### config.mk
export PLATFORM = sky130hd
export DESIGN_NAME = sorted_lists_table
export DESIGN_NICKNAME = d
export VERILOG_FILES = /design/src/rtl/sorted_lists_table.sv
export SDC_FILE = /design/constraint.sdc
export NUM_CORES = 1
export LEC_CHECK = 0
export CORE_UTILIZATION = 40
export CTS_CLUSTER_SIZE = 25
export DETAILED_ROUTE_END_ITERATION = 7
export PLACE_DENSITY = 0.64
export SETUP_SLACK_MARGIN = 0.3
export SLEW_MARGIN = 20
export SYNTH_ARGS = -nofsm -noshare
export SYNTH_HDL_FRONTEND = slang
export SYNTH_SLANG_ARGS = --single-unit
### constraint.sdc
create_clock -name clk -period 29.6 [get_ports clk]
set_clock_uncertainty 0.15 [all_clocks]
set_input_delay 4.44 -clock clk [delete_from_list [all_inputs] [get_ports clk]]
set_output_delay 4.44 -clock clk [all_outputs]
set_load 0.01 [all_outputs]
### src/rtl/sorted_lists_table.sv
// ID_N independent 4-entry lists kept sorted by an external 3-stage network; 4-cycle per-ID turnaround.
// A command is held off (cmd_rdy low) only while its own ID has a sort in flight; other IDs may issue back-to-back.
package sorted_lists_pkg;
   localparam int KEY_W  = 8;
   localparam int DATA_W = 8;
   localparam int LIST_N = 4;

   typedef struct packed {
      logic              vld;
      logic [KEY_W-1:0]  key;
      logic [DATA_W-1:0] data;
   } entry_t;

   typedef struct packed {
      entry_t [LIST_N-1:0] e;
   } table_state_t;

   typedef enum logic [1:0] {
      OP_CLEAR  = 2'd0,
      OP_INSERT = 2'd1,
      OP_DELETE = 2'd2,
      OP_NOP    = 2'd3
   } op_t;
endpackage

module sorted_lists_table
   import sorted_lists_pkg::*;
#(
   parameter int ID_N = 4,
   localparam int ID_W = (ID_N > 1) ? $clog2(ID_N) : 1
) (
   input  logic            clk,
   input  logic            rst,
   input  logic            cmd_vld,
   output logic            cmd_rdy,
   input  logic [1:0]      cmd_op,
   input  logic [ID_W-1:0] cmd_id,
   input  entry_t          cmd_entry,
   output logic            unsorted_valid,
   output table_state_t    unsorted,
   input  table_state_t    sorted_r,
   input  logic            rd_en,
   input  logic [ID_W-1:0] rd_id,
   output logic            rd_vld,
   output table_state_t    rd_state
);

   table_state_t    tbl [ID_N];
   logic [ID_N-1:0] pending;
   logic [ID_N-1:0] pending_nxt;
   logic [2:0]      stg_vld;
   logic [ID_W-1:0] stg_id [3];

   logic            accept;
   logic            issue;
   logic            wb_vld;
   logic [ID_W-1:0] wb_id;
   table_state_t    cur;
   table_state_t    nxt;
   entry_t          ins;
   logic            free_found;

   assign cmd_rdy = !pending[cmd_id];
   assign accept  = cmd_vld && cmd_rdy;
   assign issue   = accept && (op_t'(cmd_op) != OP_NOP);
   assign wb_vld  = stg_vld[2];
   assign wb_id   = stg_id[2];

   // No sort is in flight for cmd_id whenever it is accepted, so the stored table is current.
   always_comb begin
      cur        = tbl[cmd_id];
      nxt        = cur;
      ins        = cmd_entry;
      ins.vld    = 1'b1;
      free_found = 1'b0;
      case (op_t'(cmd_op))
         OP_CLEAR: begin
            nxt = '0;
         end
         OP_INSERT: begin
            for (int i = 0; i < LIST_N; i++) begin
               if (!free_found && !cur.e[i].vld) begin
                  nxt.e[i]   = ins;
                  free_found = 1'b1;
               end
            end
            // Full list: e[3] holds the smallest key, so it is the only eviction candidate.
            if (!free_found && (cmd_entry.key > cur.e[LIST_N-1].key)) begin
               nxt.e[LIST_N-1] = ins;
            end
         end
         OP_DELETE: begin
            for (int i = 0; i < LIST_N; i++) begin
               if (cur.e[i].key == cmd_entry.key) begin
                  nxt.e[i].vld = 1'b0;
               end
            end
         end
         default: begin
         end
      endcase
   end

   always_comb begin
      pending_nxt = pending;
      for (int i = 0; i < ID_N; i++) begin
         if (wb_vld && (wb_id == ID_W'(i))) begin
            pending_nxt[i] = 1'b0;
         end
         if (issue && (cmd_id == ID_W'(i))) begin
            pending_nxt[i] = 1'b1;
         end
      end
   end

   always_ff @(posedge clk or posedge rst) begin
      if (rst) begin
         unsorted_valid <= 1'b0;
         unsorted       <= '0;
         pending        <= '0;
         stg_vld        <= '0;
         stg_id[0]      <= '0;
         stg_id[1]      <= '0;
         stg_id[2]      <= '0;
      end else begin
         unsorted_valid <= issue;
         if (issue) begin
            unsorted <= nxt;
         end
         pending   <= pending_nxt;
         // Stage 1 coincides with unsorted_valid; stage 3 lines up with sorted_r.
         stg_vld   <= {stg_vld[1:0], issue};
         stg_id[0] <= cmd_id;
         stg_id[1] <= stg_id[0];
         stg_id[2] <= stg_id[1];
      end
   end

   always_ff @(posedge clk or posedge rst) begin
      if (rst) begin
         for (int i = 0; i < ID_N; i++) begin
            tbl[i] <= '0;
         end
      end else if (wb_vld) begin
         tbl[wb_id] <= sorted_r;
      end
   end

   always_ff @(posedge clk or posedge rst) begin
      if (rst) begin
         rd_vld   <= 1'b0;
         rd_state <= '0;
      end else begin
         rd_vld <= rd_en;
         if (rd_en) begin
            rd_state <= (wb_vld && (wb_id == rd_id)) ? sorted_r : tbl[rd_id];
         end
      end
   end

endmodule

==> Word level (Yosys, flattened, before mapping) <==
Index checks and enable logic that the tools add are counted.
{ "word_totals": {"ff_bits": 423, "in_bits": 95, "out_inout_bits": 139, "word_cells": 181} }
{ "op_classes": {"magnitude_cmp": 6, "eq_ne": 14, "muxes": 45, "n_bitwise": 3, "n_reduce_logical": 31} }
{ "ops": {"columns": ["op", "n"], "rows": [
  ["68-bit 2-to-1 mux", 6],
  ["68-bit binary-select mux with 2-bit select", 2],
  ["272-bit bitwise mux", 1],
  ["68-bit demux with 2-bit select", 1],
  ["16-bit one-hot mux with 2 select lines", 4],
  ["17-bit 2-to-1 mux", 4],
  ["8-bit equality test", 4],
  ["1-bit 2-to-1 mux", 21],
  ["1-bit logical AND", 16],
  ["16-bit 2-to-1 mux", 1],
  ["1-bit one-hot mux with 3 select lines", 4],
  ["2-bit equality test, second input constant", 5],
  ["3-bit greater-or-equal comparator, second input constant", 3],
  ["2-bit NOT with 3-bit output", 3],
  ["8-bit greater-than comparator", 1],
  ["1-bit logical NOT", 8],
  ["2-bit nonzero test", 4],
  ["2-bit by 1-bit equality test with 1-bit output, second input constant", 3],
  ["2-bit logical NOT", 3],
  ["2-bit by 3-bit < comparator with 1-bit output, second input constant", 1],
  ["3-bit by 1-bit < comparator with 1-bit output, second input constant", 1],
  ["1-bit binary-select mux with 2-bit select", 1],
  ["2-bit equality test", 1],
  ["2-bit != test, second input constant", 1]
]} }

==> Depth between registers and ports, before layout <==
Gate-level depths: netlist of the first run.
{ "logic_depth": {"ltp_word": 22, "mapped_depth": 13, "depth_no_buf": 9} }

==> Least setup slack after synthesis of the first run <==
No wires, ideal clock.
{ "synth_path": {"path_type": "input-to-output", "startpoint": "input port cmd_id[0]", "endpoint": "output port cmd_rdy", "t_arrival_ns": 5.169, "required_time_ns": 25.010, "setup_slack_ns": 19.841, "path_stages": 3, "n_path_buf": 1, "cell_sequence": "buf_6 mux4_2 inv_2"} }
{ "synth_between": {"elab_chain_len": 3} }
{ "synth_rtl": {"columns": ["element", "line", "source"], "rows": [
  ["start: declaration", "37", "input logic [ID_W-1:0] cmd_id,"],
  ["1-bit binary-select mux with 2-bit select", "63", "assign cmd_rdy = !pending[cmd_id];"],
  ["1-bit 2-to-1 mux (not written as such)", "63", null],
  ["1-bit logical NOT", "63", null],
  ["end: declaration", "35", "output logic cmd_rdy,"]
]} }
No other way between the ends. The select of a mux whose other input is x is not followed.

==> Worst setup path after layout of the first run <==
Ends and elaborated chain as after synthesis.

==> results of run 1 <==
[stage by stage]
step / total power, W / area, µm² / worst slack, ns
after floorplan: 0.00161 / 20600 / 13.26
after global placement: 0.00197 / 23500 / 18.62
after detailed placement: 0.00201 / 23500 / 18.59
after CTS: 0.00262 / 25100 / 18.59
after global routing: 0.00275 / 25100 / 18.52
final: 0.00261 / 25100 / 18.63
[final cells by class]
class	instances	area [µm²]	share of cell area, %
Clock inverter	10	150	0.599
Clock buffer	74	1450	5.78
Inverter	13	61.3	0.245
Antenna cell	3	7.51	0.0299
Sequential cell	422	10600	42.1
Tap cell	672	841	3.35
Timing Repair Buffer	255	2480	9.90
Multi-Input combinational cell	946	9520	38.0
[layer usage]
layer	up-vias	track usage (%)	wire length, µm
met5	-	0	17
met4	2	8.75	2080
met3	109	5.39	4010
met2	451	37.0	28400
met1	7232	31.6	26100
li1	6001	-	-
[sequential cells by signal (all words and copies together), names as in the netlist]
| name | flops |
|---|---|
| pending | 4 |
| stg_vld | 3 |
| unsorted | 68 |
| rd_vld | 1 |
| stg_id | 4 |
| rd_state | 68 |
| tbl | 272 |
| wb_id | 2 |
[synth_stat cells, types with 2 or more instances]
| cell type | n | area, µm² |
|---|---|---|
| mux2i_1 | 68 | 681 |
| buf_1 | 22 | 82.6 |
| and3_1 | 2 | 12.5 |
| inv_2 | 2 | 7.51 |
| a31oi_1 | 17 | 106 |
| nand2_1 | 49 | 184 |
| o21ai_0 | 27 | 135 |
| nor2_1 | 135 | 507 |
| mux4_2 | 137 | 3090 |
| inv_1 | 11 | 41.3 |
| a2bb2oi_1 | 8 | 70.1 |
| buf_2 | 29 | 145 |
| o211ai_1 | 11 | 82.6 |
| nand4_1 | 6 | 37.5 |
| a32oi_1 | 16 | 140 |
| buf_4 | 3 | 22.5 |
| nand3b_1 | 2 | 15.0 |
| clkbuf_1 | 70 | 263 |
| a221oi_1 | 8 | 70.1 |
| a21oi_1 | 101 | 505 |
| o21ai_1 | 15 | 75.1 |
| buf_6 | 2 | 22.5 |
| o211ai_2 | 10 | 125 |
| mux2_2 | 272 | 3060 |
| nand3_1 | 5 | 25.0 |
| nor2b_1 | 2 | 12.5 |
| a21o_1 | 2 | 15.0 |
| xnor2_1 | 26 | 228 |
| ha_1 | 8 | 100 |
| a22o_1 | 2 | 17.5 |
| dfrtp_1 | 422 | 10600 |
[where the power goes]
part	switching [W]	total (W)	internal [W]
Sequential	0.000201	0.00106	0.000856
Clock	0.000237	0.000606	0.000369
Combinational	0.000388	0.000943	0.000554
Total	0.000827	0.00261	0.00178
[worst register-to-register path, stage by stage, from the launching register on]
cell and delay, ns:
dfrtp_1 0.40, mux4_2 0.54, inv_1 0.08, ha_1 0.23, and3_1 0.22, a22o_1 0.24
o21ai_1 0.27, a311o_4 0.47, o211ai_2 0.16, a21oi_1 0.15
[cell usage in the layout, fill, tap and decap left out, types with 8 or more instances in the layout]
cell type	Yosys	final
clkbuf_1	70	12
xnor2_1	26	26
a2bb2oi_1	8	8
o21ai_1	15	15
ha_1	8	8
inv_1	11	10
dfrtp_1	422	422
o211ai_1	11	11
clkbuf_8	0	13
mux2_2	272	272
mux4_2	137	137
nand2_1	49	49
buf_4	3	28
a32oi_1	16	16
clkbuf_16	0	49
a31oi_1	17	17
a21oi_1	101	101
o21ai_0	27	27
o211ai_2	10	10
nor2_1	135	134
mux2i_1	68	68
a221oi_1	8	8
clkdlybuf4s50_1	0	227
[cell families (layout without fill, tap and decap cells)]
group	Yosys count	count (layout)	share of synthesized area [%]
muxes	477	477	33.1
DFF	422	422	51.2
AOI/OAI and AO/OA	227	227	7.10
and+or+nand+nor	208	208	4.16
buffers and inverters	139	352	2.83
xor gates and xnor gates	26	26	1.10
adders and majority gates	8	8	0.485
other	0	3	0
[path summary, 6_finish.rpt]
path	end	slack (ns)	depth (start not counted)
min reg2reg	stg_id[2]	0.20	0
min	stg_id[2]	0.20	0
max in group asynchronous	tbl[271]	22.68	4
max	cmd_rdy	18.63	4
max reg2reg	unsorted[64]	26.61	9
min in group asynchronous	tbl[216]	4.25	2
==> qor.yml, run 1 <==
grt:
  grt_max_degree: 146
  grt_pass1_wl_um: 92700
  grt_usage_pct: 23.5
  antenna_found_initial: 4
  grt_pass1_vias: 14500
  grt-ovfl-total: 0
worst_setup_path:
  cp_top_family: "buffers and inverters"
  r2r_start: "tbl[134]"
  max_stage_delay_ns: 0.66
  startpoint: "cmd_id[0]"
  cp-start-kind: "input port"
  cp_cell_sequence: "buf_4 -> mux4_2 -> inv_2 -> clkdlybuf4s50_1"
  crit_arrival_ns: 6.38
  required_ns: 25.01
  critPathBufInv: 3
  cp_slowest_cell: "mux4_2"
  crit_type: "input port to primary output"
  crit_fanout: 39
  crit_path_end_kind: "primary output"
synth:
  ys_seq_elements: 422
  async_flop_share_pct: 100
  synth_nets: 1610
  syn_area_per_cell_um2: 13.7
  yosysSeqAreaShare_pct: 51.2
  synth_ff_type: "dfrtp_1"
  synth_area_um2: 20600
  syn_inst: 1507
  synth_edf_count: 0
  ys.warnings.count: 0
  synthDistinctLibCells: 48
cts:
  postCtsSetupRepairBufs: 0
  cts-root-buf: "clkbuf_16"
  cts_made_buffers: 47
  htreeDepth: 2
  cts_tree: "built"
  worstSkewPairLatency_ns: 0.58
  cts_hold_buf: 0
  clockBufferDepth: 3
  cts_sinks: 422
  ctsResizeCount: 0
  path_clk_slew_ns: 0.06
die:
  initial_core_util_pct: 40.9
  die_area_um2: 52500
  num_io_pins: 234
  die_h_um: 229
  die_x_um: 229
  fp.coreArea_um2: 50500
  core.rowCount: 82
placement:
  dpl.hpwl_um: 38100
  gp_congestion: 0.812
  io_buffer_count: 232
  dp.cells: 2308
sta:
  hold_viol: 0
  setup_tns_ns: 0
  fmax_mhz: 91.2
  period_needed_ns: 10.97
  rsz0062_at_grt: "false"
  whs_ns: 0.198
  fin_crit_sh_pct: 37.1
  worst_pin_slew_ns: 1.11
  setup_viol: 0
  maxSlewViolCount: 0
  slew_headroom_pct: 25.8
finish:
  nFillCells: 4394
  layout.nets: 1788
  area.growth.synth_to_final_pct: 21.6
  final_util_pct: 49.7
  drive_gt1_share_pct: 31.2
  fin_cells: 2395
drt:
  ant_nets: 0
  first_pass_iters: 4
  vias: 13800
  route.detailed.drc: 0
  wl_per_cell_um: 25.3
  via_per_inst: 5.76
  drtIter0Drc: 931
  routed_wl_um: 60600
worst_hold_path:
  hold_class: "flop to flop"
  hp-start: "stg_id[4]"
power:
  vdd_drop_max_uv: 52.1
  p_leak_nw: 10.4
  powerDensity_nw_per_um2: 104
run_status:
  status: "completed"
flow_run:
  drv_cap: 0
No activity file was read; power rests on OpenSTA's default activity.
==> inputs of run 2 (changes only) <==
- PLACE_DENSITY: 0.64 -> 0.66
- clock period: 29.6 -> 9.4 ns (I/O delays scaled with it)
==> run 2 against run 1 <==
  * First-iteration DRC count rose by 32%
  * Final area fell by 0.36%
  * Non-clock buffer count did not move
  * Largest cell class unchanged
  * Highest routed layer is now met4
  * Largest power group unchanged
==> qor.yml, run 2 (synthesis gave the netlist of run 1 again) <==
grt:
  grt_pass1_wl_um: 91700
  grt_max_degree: 182
  grt-ovfl-total: 0
  antenna_found_initial: 2
  grt_usage_pct: 23.1
  grt_pass1_vias: 14500
power:
  combPwrFrac_pct: 36.6
  pwr-share-clk_pct: 22.1
  switching_share_pct: 32.2
  total_power_w: 0.00809
  vdd_drop_max_uv: 142
  powerDensity_nw_per_um2: 324
  switchingPower_w: 0.00261
  cell_internal_pwr_w: 0.00549
  power_frac_seq_pct: 41.3
  p_leak_nw: 10.3
worst_setup_path:
  crit_end: "unsorted[55]"
  required_ns: 9.75
  startpoint: "cmd_id[1]"
  rr_worst_depth: 9
  crit_path_end_kind: "flop"
  crit_fanout: 38
  critPathBufInv: 3
  cp_common_cell: "buf_4"
  cp.depth: 11
  cp-start-kind: "input port"
  cp_cell_sequence: "buf_4 -> buf_4 -> mux4_2 -> inv_1 -> ha_1 -> and3_1 -> a22o_1 -> o21ai_1 -> a311o_4 -> o211ai_1 -> a21oi_1"
  crit_arrival_ns: 4.93
  rr_endpoint: "unsorted[35]"
  cp_slowest_cell: "buf_4"
  rrSetupSlack_ns: 6.31
  crit_type: "input port to flop"
  max_stage_delay_ns: 0.67
  r2r_start: "pending[2]"
  cp_top_family: "compound AO/OA/AOI/OAI gates"
sta:
  worst_pin_slew_ns: 1.09
  hold_viol: 0
  maxSlewViolCount: 0
  setup_tns_ns: 0
  fin_ws_ns: 4.83
  fmax_mhz: 219
  setup_viol: 0
  rsz0062_at_grt: "false"
  slew_headroom_pct: 27.4
  period_needed_ns: 4.57
  fin_crit_sh_pct: 48.7
finish:
  layout.nets: 1789
  largest_reg_flops: 272
  drive_gt1_share_pct: 31.1
  design_area_um2: 25000
  largest_register: "tbl"
  reg_top3: "tbl (272), rd_state (68), unsorted (68)"
  mostFrequentLayoutCells: "dfrtp_1, mux2_2, clkdlybuf4s50_1"
  area.growth.synth_to_final_pct: 21.1
  final_common_cell: "dfrtp_1"
worst_hold_path:
  hold_class: "flop to flop"
die:
  die_h_um: 229
  die_area_um2: 52500
  core.rowCount: 82
  num_io_pins: 234
  initial_core_util_pct: 40.9
  die_x_um: 229
  fp.coreArea_um2: 50500
drt:
  first_pass_iters: 5
  routed_wl_um: 59800
  via_per_inst: 5.79
  wl_per_cell_um: 25.0
  route.detailed.drc: 0
  ant_nets: 0
  drtIter0Drc: 1226
  vias: 13800
cts:
  postCtsSetupRepairBufs: 0
  cts-root-buf: "clkbuf_16"
  ctsResizeCount: 0
  cts_sinks: 422
  worstSkewPairLatency_ns: 0.58
  htreeDepth: 2
  cts_made_buffers: 48
  cts_tree: "built"
  cts_hold_buf: 0
  clockBufferDepth: 3
  path_clk_slew_ns: 0.06
run_status:
  status: "completed"
placement:
  pre_cts_ws_ns: 4.28
  dpl.hpwl_um: 38000
  place_area_um2: 23500
  gp_congestion: 0.814
  io_buffer_count: 232
flow_run:
  drv_cap: 0
-- run 2: cell count changes in the layout (fill, tap and decap cells not counted) --
cell        delta
buf_4          -4
clkinv_8       -1
clkbuf_1       -2
clkinvlp_4     +1
buf_16         +1
inv_6          +1
bufinv_16      -4
diode_2        -1
buf_12         +1
buf_6          +2
-- run 2: metal layers --
metal	share of wire, %	vias to the layer above	track usage (%)	wire, µm
met4	2.2	0	6.75	1340
met1	44	7332	32.1	26200
li1	-	6004	-	-
met3	5.7	75	4.18	3430
met5	0	-	0	0
met2	48	413	36.8	28800
-- run 2: layout make-up --
type	instances	area [µm²]
flip-flops and latches	422	10600
repair buffers	255	2520
diodes	2	5.00
multi-input cells	946	9520
clock buffers	72	1440
clock inverters	7	38.8
well taps	672	841
inverters	13	52.6
fillers	4412	25500
-- run 2: worst min-delay path by stage --
stage               from         to  slack (ns)  cells after the start
2_1_floorplan  stg_id[4]  stg_id[2]        0.18                      0
3_3_place_gp   stg_id[4]  stg_id[2]        0.18                      0
3_5_place_dp   stg_id[5]  stg_id[3]        0.19                      0
4_1_cts        stg_id[5]  stg_id[3]        0.20                      0
5_1_grt        stg_id[5]  stg_id[3]        0.21                      0
6_report       stg_id[5]  stg_id[3]        0.20                      0
-- run 2: through the flow --
stage                     hold WS, ns  utilization [%]  std cells
after floorplan                 0.181                -       1507
after CTS                       0.197             49.4       2386
after global placement          0.182             46.5       2307
final                           0.198             49.5       2389
after global routing            0.205             49.5       2388
after detailed placement        0.186             46.5       2307
-- run 2: power groups by stage --
stage	sequential (W)	clock, W	combinational, W
3_5_place_dp	0.00335	0	0.00298
4_1_cts	0.00333	0.00182	0.00299
6_report	0.00334	0.00179	0.00296
5_1_grt	0.00346	0.00190	0.00319
3_3_place_gp	0.00328	0	0.00292
2_1_floorplan	0.00325	0	0.00183
==> inputs of run 3 (changes only) <==
- PLACE_DENSITY: 0.66 -> 0.64
- clock period: 9.4 -> 4.68 ns (I/O delays scaled with it)
==> run 3 against run 2 <==
  * Clock power increased by 100%
  * Critical path depth is 1 lower
  * Power grew 100%
  * Count of clock-buffer cells in the layout shrank 6
  * Worst setup slack lost 3.4 ns
  * Worst hold slack better by 0.0012 ns
  * Non-clock buffer count increased by 12
  * Cell count is 0.63% higher
  * Final area grew 0.63%
  * Critical endpoint is now unsorted[56]
==> qor.yml, run 3 (synthesis gave the netlist of run 1 again) <==
drt:
  route.detailed.drc: 0
  vias: 13800
  ant_nets: 0
  wl_per_cell_um: 25.1
  via_per_inst: 5.75
  routed_wl_um: 60400
  first_pass_iters: 5
  drtIter0Drc: 847
finish:
  drive_gt1_share_pct: 31.6
  final_util_pct: 49.8
  nFillCells: 4422
  final_common_cell: "dfrtp_1"
  largest_reg_flops: 272
  largest_register: "tbl"
  design_area_um2: 25100
  fin_cells: 2404
  mostFrequentLayoutCells: "dfrtp_1, mux2_2, clkdlybuf4s50_1"
  reg_top3: "tbl (272), rd_state (68), unsorted (68)"
  layout.nets: 1800
  area.growth.synth_to_final_pct: 21.9
die:
  num_io_pins: 234
  die_area_um2: 52500
  die_h_um: 229
  core.rowCount: 82
  die_x_um: 229
  fp.coreArea_um2: 50500
  initial_core_util_pct: 40.9
worst_setup_path:
  required_ns: 5.04
  r2r_start: "tbl[134]"
  crit_type: "input port to flop"
  cp-start-kind: "input port"
  rr_endpoint: "unsorted[56]"
  crit_path_end_kind: "flop"
  rrSetupSlack_ns: 1.70
  crit_arrival_ns: 3.58
  crit_fanout: 23
  rr_worst_depth: 9
cts:
  cts-root-buf: "clkbuf_16"
  clockBufferDepth: 3
  worstSkewPairLatency_ns: 0.59
  ctsResizeCount: 0
  cts_hold_buf: 0
  cts_made_buffers: 47
  path_clk_slew_ns: 0.06
  postCtsSetupRepairBufs: 0
  cts_sinks: 422
  htreeDepth: 2
  cts_tree: "built"
power:
  vdd_drop_max_uv: 305
  powerDensity_nw_per_um2: 648
  combPwrFrac_pct: 36.7
  power_frac_seq_pct: 41.3
  switchingPower_w: 0.00526
  cell_internal_pwr_w: 0.0110
  pwr-share-clk_pct: 22.0
  switching_share_pct: 32.3
  p_leak_nw: 10.4
grt:
  grt-ovfl-total: 0
  grt_pass1_vias: 14300
  antenna_found_initial: 4
  grt_pass1_wl_um: 91600
  grt_usage_pct: 23.3
  grt_max_degree: 100
sta:
  worst_pin_slew_ns: 0.880
  setup_tns_ns: 0
  maxSlewViolCount: 0
  hold_viol: 0
  fin_crit_sh_pct: 68.9
  slew_headroom_pct: 41.3
  setup_viol: 0
  fin_ws_ns: 1.46
  period_needed_ns: 3.22
  rsz0062_at_grt: "false"
  fmax_mhz: 310
worst_hold_path:
  hold_class: "flop to flop"
  hp-start: "stg_id[2]"
  whs_endpoint: "wb_id[0]"
  min_path_cells: 0
placement:
  gp_congestion: 0.814
  place_area_um2: 23600
  pre_cts_ws_ns: 0.889
  io_buffer_count: 232
  dpl.hpwl_um: 39100
  dp.cells: 2319
flow_run:
  drv_cap: 0
run_status:
  status: "completed"
-- run 3: cell types whose count changed in the layout (fill, tap and decap cells not counted), moves of 5 or more --
| cell | before | now |
|---|---|---|
| buf_12 | 1 | 9 |
| buf_4 | 24 | 31 |
| clkbuf_8 | 13 | 6 |
| clkinv_2 | 6 | 11 |
-- run 3: critical path, stage by stage --
cell and delay [ns]:
buf_4 0.39, mux4_2 0.61, inv_1 0.08, ha_1 0.23
and3_1 0.21, a22o_1 0.24, o21ai_1 0.29, a311o_4 0.48
o211ai_1 0.15, a21oi_1 0.16
-- run 3: power by group through the flow --
stage                     Clock [W]  Combinational (W)  Sequential [W]
after floorplan                   0            0.00367         0.00653
after global placement            0            0.00588         0.00662
after detailed placement          0            0.00601         0.00674
after CTS                   0.00368            0.00603         0.00670
after global routing        0.00383            0.00643         0.00694
final                       0.00359            0.00597         0.00672
-- run 3: final cells by class --
cell class,instances,area (µm²),share of cell area (%)
flip-flops and latches,422,10600,42.0
repair buffers,267,2690,10.7
clock inverters,16,148,0.587
multi-input cells,946,9520,37.9
diodes,2,5.00,0.0199
inverters,13,52.6,0.209
well taps,672,841,3.34
clock buffers,66,1330,5.29
-- run 3: metrics by stage --
step	power (W)	hold slack (ns)
after global routing	0.0172	0.211
after detailed placement	0.0127	0.185
after CTS	0.0164	0.200
after global placement	0.0125	0.183
after floorplan	0.0102	0.181
final	0.0163	0.200
-- run 3: routing by layer --
layer / vias to the layer above / global-route usage (%) / share of wire (%)
li1: 6017 / - / -
met1: 7252 / 31.4 / 42
met2: 454 / 36.8 / 47
met3: 101 / 5.90 / 7.5
met4: 4 / 7.44 / 3.0
met5: - / 0 / 0.043
-- run 3: worst max-delay path by stage --
stage,from,endpoint,cells past startpoint
6_report,cmd_id[0],unsorted[56],10
5_1_grt,cmd_id[0],unsorted[57],10
4_1_cts,cmd_id[0],cmd_rdy,4
3_5_place_dp,cmd_id[0],unsorted[56],10
3_3_place_gp,cmd_id[0],unsorted[57],10
2_1_floorplan,rst,pending[0],1
